$ cat config.mk
export PLATFORM = sky130hd
export DESIGN_NAME = key_scan4
export DESIGN_NICKNAME = d
export VERILOG_FILES = /design/src/rtl/key_pkg.sv /design/src/rtl/key_debounce_fsm.sv /design/src/rtl/key_scan4.sv
export SDC_FILE = /design/constraint.sdc
export NUM_CORES = 1
export LEC_CHECK = 0
export BUFFER_PORTS_ARGS = -buffer_cell sky130_fd_sc_hd__buf_2
export CELL_PAD_IN_SITES_DETAIL_PLACEMENT = 1
export CELL_PAD_IN_SITES_GLOBAL_PLACEMENT = 2
export CORE_MARGIN = 2
export CORE_UTILIZATION = 45
export CTS_BUF_LIST = sky130_fd_sc_hd__clkbuf_8
export DETAILED_ROUTE_END_ITERATION = 16
export GPL_TIMING_DRIVEN = 0
export PLACE_DENSITY = 0.94
export SETUP_SLACK_MARGIN = 0.1
export SLEW_MARGIN = 25
export SYNTH_ARGS = -nofsm -noshare
export SYNTH_HDL_FRONTEND = slang
export SYNTH_HIERARCHICAL = 1
export SYNTH_SLANG_ARGS = --single-unit
$ cat constraint.sdc
create_clock -name clk -period 6.8 [get_ports clk]
set_input_delay 1.36 -clock clk [delete_from_list [all_inputs] [get_ports clk]]
set_output_delay 1.36 -clock clk [all_outputs]
set_load 0.005 [all_outputs]
$ cat src/rtl/key_pkg.sv
// Shared types and elaboration-time helpers for the key scanner.
// Holds the per-key FSM state encoding, the tick divider derivation
// and the counter width derivation used by key_scan4 and key_debounce_fsm.
package key_pkg;

  typedef enum logic [2:0] {
    IDLE,
    PRESS_WAIT,
    PRESSED,
    LONG_HELD,
    RELEASE_WAIT
  } key_state_e;

  // Clocks per debounce tick.
  function automatic int tickDiv(input int clkHz, input int tickHz);
    return clkHz / tickHz;
  endfunction

  // Width large enough to hold the larger of the two tick thresholds.
  function automatic int cntWidth(input int debTicks, input int longTicks);
    int m;
    m = (debTicks > longTicks) ? debTicks : longTicks;
    return $clog2(m + 1);
  endfunction

endpackage

$ cat src/rtl/key_debounce_fsm.sv
// One key: two-flop synchroniser, debounce/long-press FSM and its counters.
// Ports:
//   clk       system clock
//   nrst      asynchronous active-low reset
//   key_n_i   raw active-low key pin
//   tick_i    one-clk debounce tick shared by all keys
//   level_o   debounced level, 1 = pressed
//   press_o   one-clk pulse on accepted press
//   release_o one-clk pulse on accepted release
//   long_o    one-clk pulse once per press after the long-hold time
module key_debounce_fsm
  import key_pkg::*;
#(
  parameter int DEBOUNCE_TICKS = 20,
  parameter int LONG_TICKS     = 1000
) (
  input  logic clk,
  input  logic nrst,
  input  logic key_n_i,
  input  logic tick_i,
  output logic level_o,
  output logic press_o,
  output logic release_o,
  output logic long_o
);

  localparam int CW = cntWidth(DEBOUNCE_TICKS, LONG_TICKS);
  localparam logic [CW-1:0] DEB_LAST  = CW'(DEBOUNCE_TICKS);
  localparam logic [CW-1:0] LONG_LAST = CW'(LONG_TICKS);

  logic sync1_q, sync2_q;
  logic ksync;

  key_state_e state_q, state_d;
  logic [CW-1:0] cnt_q, cnt_d, cntInc;
  logic [CW-1:0] hold_q, hold_d, holdInc;
  logic longDone_q, longDone_d;
  logic level_q, level_d;
  logic press_q, press_d;
  logic release_q, release_d;
  logic long_q, long_d;

  // Synchroniser resets to "released" so leaving reset never looks like a press.
  always_ff @(posedge clk or negedge nrst) begin
    if (!nrst) begin
      sync1_q <= 1'b1;
      sync2_q <= 1'b1;
    end else begin
      sync1_q <= key_n_i;
      sync2_q <= sync1_q;
    end
  end

  assign ksync   = ~sync2_q;
  assign cntInc  = cnt_q + CW'(1);
  assign holdInc = hold_q + CW'(1);

  always_ff @(posedge clk or negedge nrst) begin
    if (!nrst) begin
      state_q    <= IDLE;
      cnt_q      <= '0;
      hold_q     <= '0;
      longDone_q <= 1'b0;
      level_q    <= 1'b0;
      press_q    <= 1'b0;
      release_q  <= 1'b0;
      long_q     <= 1'b0;
    end else begin
      state_q    <= state_d;
      cnt_q      <= cnt_d;
      hold_q     <= hold_d;
      longDone_q <= longDone_d;
      level_q    <= level_d;
      press_q    <= press_d;
      release_q  <= release_d;
      long_q     <= long_d;
    end
  end

  // A change of the synchronised level aborts a wait on any clock; ticks
  // only advance the counters. Returning from RELEASE_WAIT keeps the hold
  // count so a glitch neither restarts nor repeats the long-press timing.
  always_comb begin
    state_d    = state_q;
    cnt_d      = cnt_q;
    hold_d     = hold_q;
    longDone_d = longDone_q;
    unique case (state_q)
      IDLE: begin
        if (ksync) begin
          state_d = PRESS_WAIT;
          cnt_d   = '0;
        end
      end
      PRESS_WAIT: begin
        if (!ksync) begin
          state_d = IDLE;
        end else if (tick_i) begin
          cnt_d = cntInc;
          if (cntInc == DEB_LAST) begin
            state_d = PRESSED;
            hold_d  = '0;
          end
        end
      end
      PRESSED: begin
        if (!ksync) begin
          state_d    = RELEASE_WAIT;
          cnt_d      = '0;
          longDone_d = 1'b0;
        end else if (tick_i && (hold_q != LONG_LAST)) begin
          hold_d = holdInc;
          if (holdInc == LONG_LAST) begin
            state_d = LONG_HELD;
          end
        end
      end
      LONG_HELD: begin
        if (!ksync) begin
          state_d    = RELEASE_WAIT;
          cnt_d      = '0;
          longDone_d = 1'b1;
        end
      end
      RELEASE_WAIT: begin
        if (ksync) begin
          state_d = longDone_q ? LONG_HELD : PRESSED;
        end else if (tick_i) begin
          cnt_d = cntInc;
          if (cntInc == DEB_LAST) begin
            state_d = IDLE;
          end
        end
      end
      default: state_d = IDLE;
    endcase
  end

  // Events are decoded from the transition being taken, then registered.
  always_comb begin
    level_d   = state_d inside {PRESSED, LONG_HELD, RELEASE_WAIT};
    press_d   = (state_q == PRESS_WAIT)   && (state_d == PRESSED);
    release_d = (state_q == RELEASE_WAIT) && (state_d == IDLE);
    long_d    = (state_q == PRESSED)      && (state_d == LONG_HELD);
  end

  assign level_o   = level_q;
  assign press_o   = press_q;
  assign release_o = release_q;
  assign long_o    = long_q;

endmodule

$ cat src/rtl/key_scan4.sv
// Debounced push-button scanner for the board's active-low keys.
// Ports:
//   clk          system clock
//   nrst         asynchronous active-low reset
//   key_n        raw key pins, 0 = pressed
//   key_level    debounced level per key, 1 = pressed
//   key_press    one-clk press pulse per key
//   key_release  one-clk release pulse per key
//   key_long     one-clk long-press pulse per key
//   tick         one-clk pulse every TICK_DIV clocks
module key_scan4
  import key_pkg::*;
#(
  parameter int N_KEYS         = 4,
  parameter int CLK_HZ         = 50000000,
  parameter int TICK_HZ        = 1000,
  parameter int DEBOUNCE_TICKS = 20,
  parameter int LONG_TICKS     = 1000
) (
  input  logic              clk,
  input  logic              nrst,
  input  logic [N_KEYS-1:0] key_n,
  output logic [N_KEYS-1:0] key_level,
  output logic [N_KEYS-1:0] key_press,
  output logic [N_KEYS-1:0] key_release,
  output logic [N_KEYS-1:0] key_long,
  output logic              tick
);

  localparam int TICK_DIV = tickDiv(CLK_HZ, TICK_HZ);
  localparam int TW       = $clog2(TICK_DIV);
  localparam logic [TW-1:0] TICK_LAST = TW'(TICK_DIV - 1);

  logic [TW-1:0] tickCnt_q, tickCnt_d;

  // tick is decoded from the counter's last value, so the first one lands
  // in the TICK_DIV-th cycle after reset release.
  assign tick      = (tickCnt_q == TICK_LAST);
  assign tickCnt_d = tick ? '0 : tickCnt_q + TW'(1);

  always_ff @(posedge clk or negedge nrst) begin
    if (!nrst) begin
      tickCnt_q <= '0;
    end else begin
      tickCnt_q <= tickCnt_d;
    end
  end

  for (genvar k = 0; k < N_KEYS; k++) begin : g_key
    key_debounce_fsm #(
      .DEBOUNCE_TICKS(DEBOUNCE_TICKS),
      .LONG_TICKS    (LONG_TICKS)
    ) u_key (
      .clk      (clk),
      .nrst     (nrst),
      .key_n_i  (key_n[k]),
      .tick_i   (tick),
      .level_o  (key_level[k]),
      .press_o  (key_press[k]),
      .release_o(key_release[k]),
      .long_o   (key_long[k])
    );
  end

endmodule

==> metrics.yaml <==
sta:
  worst-slew-pin-transition_ps: 842
  final.hold.worst_slack_ps: 358
  worst_slew_margin_rel: 0.433
  setup_repair_after_global_routing_missed_its_margin: "no"
  endpoints_failing_setup: 0
  final-max-slew-violation-count: 0
  fmax_mhz: 289
  share_of_the_cycle_needed_by_the_critical_path_after_routing: 0.510
  timing.final.hold_violations: 0
  fin_tns_setup_ps: 0
  fin_skew_ps: 16.3
  post-route-min-period_ps: 3470
clocking:
  cts_tree: "built"
  cts-buffers-inserted: 17
  h_tree_depth: 4
  post_cts_resize_count: 0
  clockBufferDepth: 2
  cts.repair_timing.setup_buffer_count: 0
  worst_skew_pair.late_latency_ps: 460
  cts.clk_slew.worst_paths_ps: 70
  cts-root-buf: "clkbuf_8"
  clock_sink_count: 136
  ctsHoldBuffers: 0
finish:
  post-route-util: 0.511
  area.growth.synth_to_final_pct: 10.5
  final-instance-count-excl-fill: 1155
  antenna_cells_inserted: 0
  final_layout_size_suffix_gt1_frac: 0.137
  fin_nets: 936
place:
  place.port_buffers: 22
  dp.cells: 1123
  place_congestion: 0.796
  detailed_placement_hpwl_mm: 12.8
detailed_routing:
  detailedRoute.firstPassIterationCount: 5
  post_drt_wl_per_cell_microns: 16.1
  vias_per_cell: 5.78
  antenna_violating_nets_post_route: 0
  drt_drc_violations_left: 0
  via_count: 6674
  drt_iter0_drc: 257
  finalWirelength_mm: 18.6
global_routing:
  grt_max_degree: 76
  grt_antenna_before_repair: 0
  groute.layer.met1.usage: 0.276
  grt_use_met2: 0.360
  grt_overflow_total: 0
  grt-busiest-layer: "met2"
  gr_usage_total: 0.213
  global_route.usage.met3: 0.0412
  grt_pass1_vias: 6803
  grt_first_pass_wirelength_mm: 32.4
setup_path:
  worst-setup-path-type: "flop to output port"
  crit_fanout: 17
  required_ps: 5440
  critical_path.startpoint_type: "flop"
  cp.arrival_ps: 2110
  critical_path.endpoint_type: "output port"
synthesis:
  synthTopCellsByArea: "dfrtp_1 (40%), nor2_1 (3.4%), nand2_1 (3.1%)"
  mappedNetlistNets: 894
  asyncSetResetFlopFracSynth: 1.00
  synth.cell_area_sq_um: 8030
  synth_area_per_cell_sq_um: 9.17
  synthCells: 875
  ys.flop_type: "dfrtp_1"
  synth_edf_count: 0
  synth.yosys.seq_area_share: 0.425
  yosys_register_bits: 136
  synth_top_cell_area_share: 0.399
  yosys_warnings: 6
  ys_types: 73
  synth_top_area_cell: "dfrtp_1"
run:
  max-cap-violations: 0
power:
  share_clk_of_total_power: 0.438
  netSwitchingPower_uw: 364
  static-leakage-power_uw: 0.00403
  comb_power_share: 0.045
  power_uw: 1580
  p_int_uw: 1220
  share_seq_of_total_power: 0.517
  power.ir.vdd_worst_v: 0.000138
  power.density_cell_area_nw_per_um2: 178
  p_sw_frac: 0.230
floorplan:
  die_w_microns: 138
  num_rows: 48
  chipHeight_microns: 138
  floorplan.io_pins: 23
  start_util: 0.462
  die_area_sq_um: 18900
  core_area_sq_um: 17400
outcome:
  outcome: "finished clean"
worst_hold_path:
  worstHoldPathType: "flop to flop"
## cells in the final DEF, fill, tap and decap left out, types with 6 or more instances in the layout
master	instances
a221o_1	13
nand4_1	20
a211o_1	7
o21ai_1	7
or3_1	11
a21oi_1	40
or2_1	14
xnor2_1	10
a22oi_1	6
and3_2	6
nand2b_1	13
nand3_1	41
ha_1	13
nor2_1	73
inv_1	46
nor4_1	11
a21o_1	13
a22o_1	7
nor3_1	24
buf_2	35
o21ai_0	42
xor2_1	16
nand2_1	66
and3_1	29
buf_6	6
dfstp_2	8
a31oi_1	33
dfrtp_1	128
mux2i_1	12
clkbuf_1	16
nor2b_1	9
clkbuf_8	26
a41oi_1	9
o22a_1	6
and2_1	10
## critical path: stages (launching register included)
cell     delay [ps]
dfrtp_1         410
ha_1            210
and3_1          260
and4_1          190
buf_2           380
buf_2           190
## layer usage
metal / wire length (microns) / share of wire
met3: 402 / 0.022
met5: 0 / 0
met2: 9000 / 0.48
met1: 9050 / 0.49
met4: 189 / 0.010
## Yosys cell counts, types with 16 or more instances
| library cell | n |
|---|---|
| a21oi_1 | 40 |
| dfrtp_1 | 128 |
| nand3_1 | 41 |
| a31oi_1 | 33 |
| and3_1 | 29 |
| nor3_1 | 24 |
| inv_1 | 43 |
| clkbuf_1 | 16 |
| xor2_1 | 16 |
| o21ai_0 | 42 |
| nand2_1 | 66 |
| nor2_1 | 73 |
| nand4_1 | 20 |
## power groups by stage
stage / Sequential (uW) / Clock, uW / Combinational (uW)
2_1_floorplan: 832 / 0 / 40.6
3_3_place_gp: 832 / 0 / 69.1
3_5_place_dp: 832 / 0 / 73.2
4_1_cts: 816 / 717 / 73.6
5_1_grt: 817 / 754 / 80.9
6_report: 816 / 692 / 71.0
## layout make-up
cell class	count	area, sq um
well taps	225	282
clock inverters	9	97.6
fillers	2051	8490
inverters	43	161
multi-input cells	654	4190
repair buffers	23	148
plain buffers	42	258
clock buffers	23	317
flip-flops and latches	136	3410
## state kept, by name (all words and copies together), names as in the netlist
name	flops
g_key.u_key/cnt_q	40
g_key.u_key/hold_q	40
tickCnt_q	16
g_key.u_key/state_q	12
g_key.u_key/level_o	4
g_key.u_key/longDone_q	4
g_key.u_key/long_o	4
g_key.u_key/press_o	4
g_key.u_key/release_o	4
g_key.u_key/sync1_q	4
g_key.u_key/sync2_q	4
## through the flow
step           worst slack, ps  area (sq um)
2_1_floorplan             4220          8030
3_3_place_gp              2420          8420
3_5_place_dp              3640          8450
4_1_cts                   3270          8870
5_1_grt                   3080          8870
6_report                  3330          8870
## kinds of logic (layout without fill, tap and decap cells)
group / count (synthesis) / in the layout / synth area share
AND/OR/NAND/NOR: 384 / 384 / 0.271
AO/OA/AOI/OAI: 216 / 216 / 0.183
flip-flops: 136 / 136 / 0.425
buffers and inverters: 85 / 140 / 0.0522
XOR/XNOR: 26 / 26 / 0.0284
multiplexers: 15 / 15 / 0.0192
adder cells (fa/ha/maj): 13 / 13 / 0.0203
## path summary, 6_finish.rpt
| check | from | to | slack, ps | cells after the start |
|---|---|---|---|---|
| hold reg to reg | g_key[2].u_key/sync1_q$_DFF_PN1_ | g_key[2].u_key/sync2_q$_DFF_PN1_ | 360 | 0 |
| setup / recovery | tickCnt_q[0]$_DFF_PN0_ | tick | 3330 | 5 |
| min in group asynchronous | nrst | g_key[2].u_key/hold_q[7]$_DFFE_PN0P_ | 810 | 1 |
| setup reg to reg | tickCnt_q[0]$_DFF_PN0_ | g_key[2].u_key/hold_q[7]$_DFFE_PN0P_ | 3620 | 10 |
| max in group asynchronous | nrst | g_key[1].u_key/sync2_q$_DFF_PN1_ | 5220 | 2 |
| hold / removal | g_key[2].u_key/sync1_q$_DFF_PN1_ | g_key[2].u_key/sync2_q$_DFF_PN1_ | 360 | 0 |
No activity file was read; power rests on OpenSTA's default activity.
